<file path="config.mk">
export PLATFORM = sky130hd
export DESIGN_NAME = thread_fetch_sched_flat
export DESIGN_NICKNAME = d
export VERILOG_FILES = /design/src/rtl/thread_fetch_sched_if.sv /design/src/rtl/thread_fetch_sched.sv /design/src/flat_wrapper.sv
export SDC_FILE = /design/constraint.sdc
export NUM_CORES = 1
export LEC_CHECK = 0
export ABC_AREA = 1
export BUFFER_PORTS_ARGS = -buffer_cell sky130_fd_sc_hd__buf_2
export CORE_UTILIZATION = 50
export DETAILED_ROUTE_END_ITERATION = 12
export PLACE_DENSITY = 0.71
export SYNTH_ARGS = -nofsm -noshare
export SYNTH_HDL_FRONTEND = slang
export SYNTH_SLANG_ARGS = --single-unit
</file>
<file path="constraint.sdc">
create_clock -name clk -period 3.65 [get_ports clk]
set_clock_uncertainty 0.1 [all_clocks]
set_input_delay 0.365 -clock clk [delete_from_list [all_inputs] [get_ports clk]]
set_output_delay 0.365 -clock clk [all_outputs]
set_load 0.1 [all_outputs]
</file>
<file path="src/rtl/thread_fetch_sched_if.sv">
// Fetch-scheduler bus: control, decoder feedback and branch redirects in; fetch stream and status out.
interface thread_fetch_sched_if #(
  parameter int INST_ADDR_WIDTH = 9,
  parameter int THREAD_BITS     = 2,
  parameter int NUM_THREADS     = 4
);
  logic                       start;
  logic                       stall;
  logic [NUM_THREADS-1:0]     thread_done_in;
  logic                       branch_taken_in;
  logic [THREAD_BITS-1:0]     branch_thread_in;
  logic [INST_ADDR_WIDTH-1:0] branch_pc_in;
  logic [INST_ADDR_WIDTH-1:0] branch_offset_in;
  logic [INST_ADDR_WIDTH-1:0] inst_addr_out;
  logic [THREAD_BITS-1:0]     thread_id_out;
  logic                       fetch_valid;
  logic [NUM_THREADS-1:0]     done_mask;
  logic                       all_done;
  logic [31:0]                run_cycles;

  // Scheduler side
  modport master (
    input  start, stall, thread_done_in, branch_taken_in, branch_thread_in,
           branch_pc_in, branch_offset_in,
    output inst_addr_out, thread_id_out, fetch_valid, done_mask, all_done, run_cycles
  );

  // Core/environment side
  modport slave (
    output start, stall, thread_done_in, branch_taken_in, branch_thread_in,
           branch_pc_in, branch_offset_in,
    input  inst_addr_out, thread_id_out, fetch_valid, done_mask, all_done, run_cycles
  );
endinterface

</file>
<file path="src/rtl/thread_fetch_sched.sv">
// Round-robin fetch scheduler for the 4-thread fine-grained core: per-thread PCs,
// branch redirects, sticky halt mask and IDLE/RUN/DONE sequencing.
module thread_fetch_sched #(
  parameter int INST_ADDR_WIDTH = 9,
  parameter int THREAD_BITS     = 2,
  parameter int NUM_THREADS     = 4
) (
  input logic                  clk,
  input logic                  reset,
  thread_fetch_sched_if.master bus
);
  typedef enum logic [1:0] {IDLE, RUN, DONE} state_t;

  state_t                     state, state_nxt;
  logic [INST_ADDR_WIDTH-1:0] pc [NUM_THREADS];
  logic [THREAD_BITS-1:0]     rr_ptr, sel, cand;
  logic                       found, in_run, issue, restart, br_ok;
  logic [NUM_THREADS-1:0]     done_eff;
  logic [INST_ADDR_WIDTH-1:0] br_target;

  assign in_run    = (state == RUN);
  assign done_eff  = bus.done_mask | bus.thread_done_in;
  assign issue     = in_run && !bus.stall && found;
  assign restart   = bus.start && (state != RUN);
  // A same-cycle halt pulse for the branch's thread also kills the redirect
  assign br_ok     = in_run && bus.branch_taken_in && !done_eff[bus.branch_thread_in];
  assign br_target = bus.branch_pc_in + bus.branch_offset_in;

  // Walk from farthest to nearest so the first live thread after rr_ptr wins
  always_comb begin
    sel   = rr_ptr;
    found = 1'b0;
    cand  = '0;
    for (int k = NUM_THREADS; k >= 1; k--) begin
      cand = rr_ptr + THREAD_BITS'(k);
      if (!done_eff[cand]) begin
        sel   = cand;
        found = 1'b1;
      end
    end
  end

  always_comb begin
    state_nxt = state;
    case (state)
      IDLE:    if (bus.start) state_nxt = RUN;
      RUN:     if (&done_eff) state_nxt = DONE;
      DONE:    if (bus.start) state_nxt = RUN;
      default: state_nxt = IDLE;
    endcase
  end

  always_ff @(posedge clk) begin
    if (reset) state <= IDLE;
    else       state <= state_nxt;
  end

  always_ff @(posedge clk) begin
    if (reset) begin
      bus.inst_addr_out <= '0;
      bus.thread_id_out <= '0;
      bus.fetch_valid   <= 1'b0;
      bus.done_mask     <= '0;
      bus.all_done      <= 1'b0;
      bus.run_cycles    <= '0;
      rr_ptr            <= THREAD_BITS'(NUM_THREADS-1);
    end else begin
      bus.all_done <= (state_nxt == DONE);
      if (restart) begin
        bus.fetch_valid <= 1'b0;
        bus.done_mask   <= '0;
        bus.run_cycles  <= '0;
        rr_ptr          <= THREAD_BITS'(NUM_THREADS-1);
      end else if (in_run) begin
        bus.run_cycles  <= bus.run_cycles + 32'd1;
        bus.done_mask   <= done_eff;
        bus.fetch_valid <= issue;
        if (issue) begin
          bus.inst_addr_out <= pc[sel];
          bus.thread_id_out <= sel;
          rr_ptr            <= sel;
        end
      end else begin
        bus.fetch_valid <= 1'b0;
      end
    end
  end

  // Redirect beats the post-issue increment; the old PC has already been fetched
  always_ff @(posedge clk) begin
    for (int t = 0; t < NUM_THREADS; t++) begin
      if (reset || restart)
        pc[t] <= INST_ADDR_WIDTH'(t) << (INST_ADDR_WIDTH - THREAD_BITS);
      else if (br_ok && bus.branch_thread_in == THREAD_BITS'(t))
        pc[t] <= br_target;
      else if (issue && sel == THREAD_BITS'(t))
        pc[t] <= pc[t] + INST_ADDR_WIDTH'(1);
    end
  end
endmodule
</file>
<file path="src/flat_wrapper.sv">
// flat-port wrapper written by rule: the top's interface ports become plain ports
module thread_fetch_sched_flat 
#(
  parameter int INST_ADDR_WIDTH = 9,
  parameter int THREAD_BITS     = 2,
  parameter int NUM_THREADS     = 4
)
  (clk, reset, bus_start, bus_stall, bus_thread_done_in, bus_branch_taken_in, bus_branch_thread_in, bus_branch_pc_in, bus_branch_offset_in, bus_inst_addr_out, bus_thread_id_out, bus_fetch_valid, bus_done_mask, bus_all_done, bus_run_cycles);
  thread_fetch_sched_if #(.INST_ADDR_WIDTH(INST_ADDR_WIDTH), .THREAD_BITS(THREAD_BITS), .NUM_THREADS(NUM_THREADS)) bus_i ();
  input logic clk;
  input logic reset;
  input wire logic [$bits(bus_i.start)-1:0] bus_start;
  input wire logic [$bits(bus_i.stall)-1:0] bus_stall;
  input wire logic [$bits(bus_i.thread_done_in)-1:0] bus_thread_done_in;
  input wire logic [$bits(bus_i.branch_taken_in)-1:0] bus_branch_taken_in;
  input wire logic [$bits(bus_i.branch_thread_in)-1:0] bus_branch_thread_in;
  input wire logic [$bits(bus_i.branch_pc_in)-1:0] bus_branch_pc_in;
  input wire logic [$bits(bus_i.branch_offset_in)-1:0] bus_branch_offset_in;
  output wire logic [$bits(bus_i.inst_addr_out)-1:0] bus_inst_addr_out;
  output wire logic [$bits(bus_i.thread_id_out)-1:0] bus_thread_id_out;
  output wire logic [$bits(bus_i.fetch_valid)-1:0] bus_fetch_valid;
  output wire logic [$bits(bus_i.done_mask)-1:0] bus_done_mask;
  output wire logic [$bits(bus_i.all_done)-1:0] bus_all_done;
  output wire logic [$bits(bus_i.run_cycles)-1:0] bus_run_cycles;
  assign bus_i.start = bus_start;
  assign bus_i.stall = bus_stall;
  assign bus_i.thread_done_in = bus_thread_done_in;
  assign bus_i.branch_taken_in = bus_branch_taken_in;
  assign bus_i.branch_thread_in = bus_branch_thread_in;
  assign bus_i.branch_pc_in = bus_branch_pc_in;
  assign bus_i.branch_offset_in = bus_branch_offset_in;
  assign bus_inst_addr_out = bus_i.inst_addr_out;
  assign bus_thread_id_out = bus_i.thread_id_out;
  assign bus_fetch_valid = bus_i.fetch_valid;
  assign bus_done_mask = bus_i.done_mask;
  assign bus_all_done = bus_i.all_done;
  assign bus_run_cycles = bus_i.run_cycles;
  thread_fetch_sched #(.INST_ADDR_WIDTH(INST_ADDR_WIDTH), .THREAD_BITS(THREAD_BITS), .NUM_THREADS(NUM_THREADS)) u_core (.clk(clk), .reset(reset), .bus(bus_i));
endmodule
</file>
; ---- Word-level counts from Yosys, hierarchy flattened
; Memories as Yosys holds them, arrays and structs flattened. A register that Yosys moved wholly into a read port is not among the register bits.
; Index checks and enable logic that the tools add are counted.
[totals]
ff_bits = 44
mem_bits_rw = 36
input_bits = 29
n_memories = 1
[classes]
add_sub_neg = 9
magnitude_cmp = 5
n_eq_ne = 10
n_mux = 58
n_bitwise = 11
n_reduce_logical = 25
[mem_list]
columns = memory, depth, word_bits, rd, rd_ports_with_merged_regs, write_ports, line
row1 = u_core.pc, 4, 9, 5, 1, 4, thread_fetch_sched.sv:15  ; logic [INST_ADDR_WIDTH-1:0] pc [NUM_THREADS];
[op_table]
columns = cell, count
row1 = $mux W9, 8
row2 = $mux W1, 39
row3 = $add A9 B1 Y9 const B, 4
row4 = $add A32 B1 Y32 const B, 1
row5 = $lt A2 B3 Y1 const B, 5
row6 = $logic_and A1 B1 Y1, 13
row7 = $eq A2 B2 Y1 const B, 6
row8 = $bmux W1 S2, 5
row9 = $mux W2, 5
row10 = $add A9 B9 Y9, 1
row11 = $or A1 B1 Y1, 8
row12 = $eq A2 B1 Y1 const B, 3
row13 = $logic_not A2 Y1, 3
row14 = $add A2 B2 Y2 const B, 2
row15 = $or A4 B4 Y4, 1
row16 = $pmux W2 S2, 1
row17 = $reduce_and A4 Y1, 1
row18 = $reduce_or A2 Y1, 2
row19 = $reduce_and A3 Y1, 1
row20 = $reduce_or A3 Y1, 1
row21 = $add A2 B1 Y2 const B, 1
row22 = $logic_not A1 Y1, 2
row23 = $ne A2 B1 Y1 const B, 1
row24 = $not A1 Y1, 2
row25 = other kinds (2), 2

; ---- Logic depth before layout (Yosys ltp)
[logic_depth]
ltp_word = 14
mapped_depth = 16
mapped_depth_nobuf = 15

; ---- Worst setup path before layout
; OpenSTA, ideal clock, no wires.
[synth_path]
path_kind = register -> register
from = reg u_core.bus.done_mask[0]
to = mem u_core.pc[2][0] (enable)
arrival_time_ps = 2305
required_ps = 3212
path_slack_ps = 907
stages_incl_launch_ff = 14
synth_period_minus_slack_ps = 2743
cell_sequence = dfxtp_1 > nor2_1 > nand2_1 > nand2_1 > nand2_2 > nand2_2 > nor2_1 > nand2_1 > nand2_4 > inv_4 > nand2_2 > inv_2 > nand2_2 > nand3_1
[synth_rtl]
columns = item, line
row1 = start: declaration, thread_fetch_sched_if.sv:25  ; output inst_addr_out, thread_id_out, fetch_valid, done_mask, all_done, run_cycles
row2 = start signal: assignment, thread_fetch_sched.sv:76  ; bus.done_mask <= done_eff;
row3 = end: declaration, thread_fetch_sched.sv:15

==> out/results.tsv <==
metric	value	unit
power.combinational.fraction	20.9	%
drt_wl_total	13.2	mm
setup_repair_after_global_routing_missed_its_margin	false	
syn_to_final_growth	12.8	%
switchingPower	0.764	mW
synth-seq-cells	89	
post_synthesis_instance_area	0.00527	mm2
cts_tree	yes	
setup_total_negative_slack	0	ns
vias_per_cell	5.47	
intPower	1.45	mW
pre_cts_slack	0.942	ns
dominantRegCellSynth	dfxtp_1	
initial_utilization	51.3	%
power_frac_clock	28.8	%
worst_slack	0.950	ns
htreeDepth	3	
grt_max_degree	26	
critical_path.endpoint_type	flip-flop	
transition_time_of_the_tightest_slew_check_pin	0.693	ns
synthesis.nets	704	
postSynth.asyncResetShare	0	%
report.final.hold_viol_count	0	
power_density_cells	372	mW/mm2
dieHeight	105	um
ys.warnings.count	0	
fin_crit	2.70	ns
num-nets-final	782	
syn_area_per_cell	7.97	um2
design.core.area	0.0103	mm2
relSlewSlack	53.6	%
first_pass_grt_wire_length	21.5	mm
placed_cells_incl_taps	864	
maxSlewViolCount	0	
groute.usage.overall	24.9	%
setup.worst_path.class	flip-flop to flip-flop	
synth.lib_cells_used.distinct	43	
critical_path_arrival	2.62	ns
globalplace.congestion	0.899	
dp_hpwl	10.1	mm
power.ir.vdd_worst	0.184	mV
drive_gt1_share	18.1	%
crit_fanout	18	
via_count	4817	
holdBufCountCts	0	
cts.clk_slew.worst_paths	0.10	ns
clockRootBuffer	clkbuf_8	
layout.cells.non_filler	880	
synth_edf_count	36	
switching_fraction	34.5	%
die-width	105	um
grt_pass1_vias	4539	
drc	0	
antenna_found_initial	0	
finalCoreUtilization	57.9	%
tritoncts_sink_count	89	
cp-start-kind	flip-flop	
drt-pass1-iter-count	5	
hold_depth	2	
gr-total-overflow	0	
hp_class	primary input to flip-flop	
timing.critical_path.required	3.57	ns
routed_length_per_placed_instance	15.1	um
postCtsSetupBuffers	0	
drt_first_iter_violations	310	
cts-resized-gates	0	
cts_buffer_depth	2	
static-leakage-power	2.44	nW
tritoncts.num_buffers	9	
outcome	completed	
synth_cells	661	
fillers	974	
port_buffers	77	
synth_sequential_area_ratio	40.6	%
detail-route-antenna-nets	0	
finalCritPeriodShare	74.0	%
num_antenna_cells	0	
reg2reg_depth	13	
std_cell_rows	37	
floorplan.io_pins	78	
fmax	0.370	GHz
clock_insertion_delay_worst_skew	0.38	ns
design.die.area	0.0110	mm2
report.final.setup_viol	0	
portion_of_total_power_attributed_to_sequential_cells	50.3	%
cap_violations	0	
-- power groups by stage --
stage,clock network [mW],logic [mW],registers [mW]
2_1_floorplan,0,0.278,1.20
3_3_place_gp,0,0.448,1.13
3_5_place_dp,0,0.457,1.14
4_1_cts,0.649,0.460,1.11
5_1_grt,0.684,0.503,1.12
6_report,0.638,0.462,1.11
-- cells by family (layout without fill, tap and decap cells) --
group / after synthesis / after routing / share of synthesized area [%]
flip-flops: 89 / 89 / 40.6
AO/OA/AOI/OAI: 115 / 115 / 12.1
XOR/XNOR: 43 / 43 / 7.15
buffers and inverters: 97 / 180 / 7.57
adder cells (fa/ha/maj): 14 / 14 / 3.47
AND/OR/NAND/NOR: 303 / 303 / 29.1
-- flip-flops by register name, summed over array words and instances, names as in the netlist --
signal	cells
u_core.bus.thread_id_out	2
u_core.state	2
u_core.pc	36
u_core.bus.inst_addr_out	9
u_core.bus.run_cycles	32
u_core.bus.all_done	1
u_core.rr_ptr	2
u_core.bus.done_mask	4
u_core.bus.fetch_valid	1
-- final cells by class --
cell class	count	area [um2]	area share, %
multi-input cells	475	2730	45.9
flip-flops and latches	89	2140	36.0
repair buffers	80	408	6.86
inverters	84	320	5.39
well taps	136	170	2.86
clock buffers	10	128	2.15
clock inverters	6	50.0	0.842
-- cells in the mapped netlist (7+ instances only) --
cell      instances  share of area [%]
o21ai_1           8               0.76
dfxtp_1          53                 20
nand2_2           7               0.83
a21oi_1          39                3.7
xor2_1           22                3.7
edfxtp_1         36                 21
nand4_1          21                2.5
inv_1            77                5.5
ha_1             13                3.1
nor2_1           63                4.5
o21ai_0          31                2.9
nor3_1           19                1.8
o22ai_1          25                3.0
nand3_1          54                5.1
xnor2_1          21                3.5
nand2_1         108                7.7
-- layer usage --
| metal | share of wire (%) | global-route usage [%] | routed length [um] |
|---|---|---|---|
| met3 | 6.5 | 5.86 | 867 |
| met1 | 43 | 31.2 | 5730 |
| met4 | 2.3 | 9.26 | 311 |
| met5 | 0 | 0 | 0 |
| met2 | 48 | 41.5 | 6340 |
-- layout by cell type, fill, tap and decap left out, drive strengths merged --
cell / count
a211oi: 1
a21o: 1
a21oi: 40
a31oi: 1
and3: 2
buf: 80
clkbuf: 10
clkinv: 2
clkinvlp: 1
dfxtp: 53
edfxtp: 36
fa: 1
ha: 13
inv: 87
nand2: 119
nand3: 62
nand3b: 2
nand4: 22
nor2: 69
nor3: 23
nor3b: 2
o211ai: 2
o21a: 6
o21ai: 39
o22ai: 25
or2: 2
xnor2: 21
xor2: 22
-- path summary, 6_finish.rpt --
check / end / slack (ns) / from
max: u_core.pc[2][2]$_SDFFCE_PN0P_ / 0.95 / u_core.rr_ptr[0]$_SDFFE_PN1P_
min: u_core.bus.thread_id_out[0]$_SDFFE_PP0P_ / 0.1 / reset
max reg2reg: u_core.pc[2][2]$_SDFFCE_PN0P_ / 0.95 / u_core.rr_ptr[0]$_SDFFE_PN1P_
min reg2reg: u_core.bus.thread_id_out[0]$_SDFFE_PP0P_ / 0.38 / u_core.bus.thread_id_out[0]$_SDFFE_PP0P_
-- stage by stage --
| step | total power [mW] | hold WS [ns] | cell area, um2 |
|---|---|---|---|
| 2_1_floorplan | 1.48 | 0.334 | 5270 |
| 3_3_place_gp | 1.58 | 0.346 | 5770 |
| 3_5_place_dp | 1.59 | 0.357 | 5770 |
| 4_1_cts | 2.22 | 0.0867 | 5950 |
| 5_1_grt | 2.31 | 0.0957 | 5950 |
| 6_report | 2.22 | 0.0973 | 5950 |
-- critical path, cell delays in order, from the launching register on --
cell,delay (ns)
dfxtp_1,0.59
inv_4,0.10
nand2_1,0.11
nand2_1,0.08
nand2_1,0.08
nand2_1,0.08
nand2_2,0.11
nand2_2,0.07
nand2_4,0.17
nand2_8,0.15
nand2_2,0.14
inv_2,0.05
nand2_2,0.14
nand3_1,0.36
Note: power is estimated with default switching activity, not from simulation.
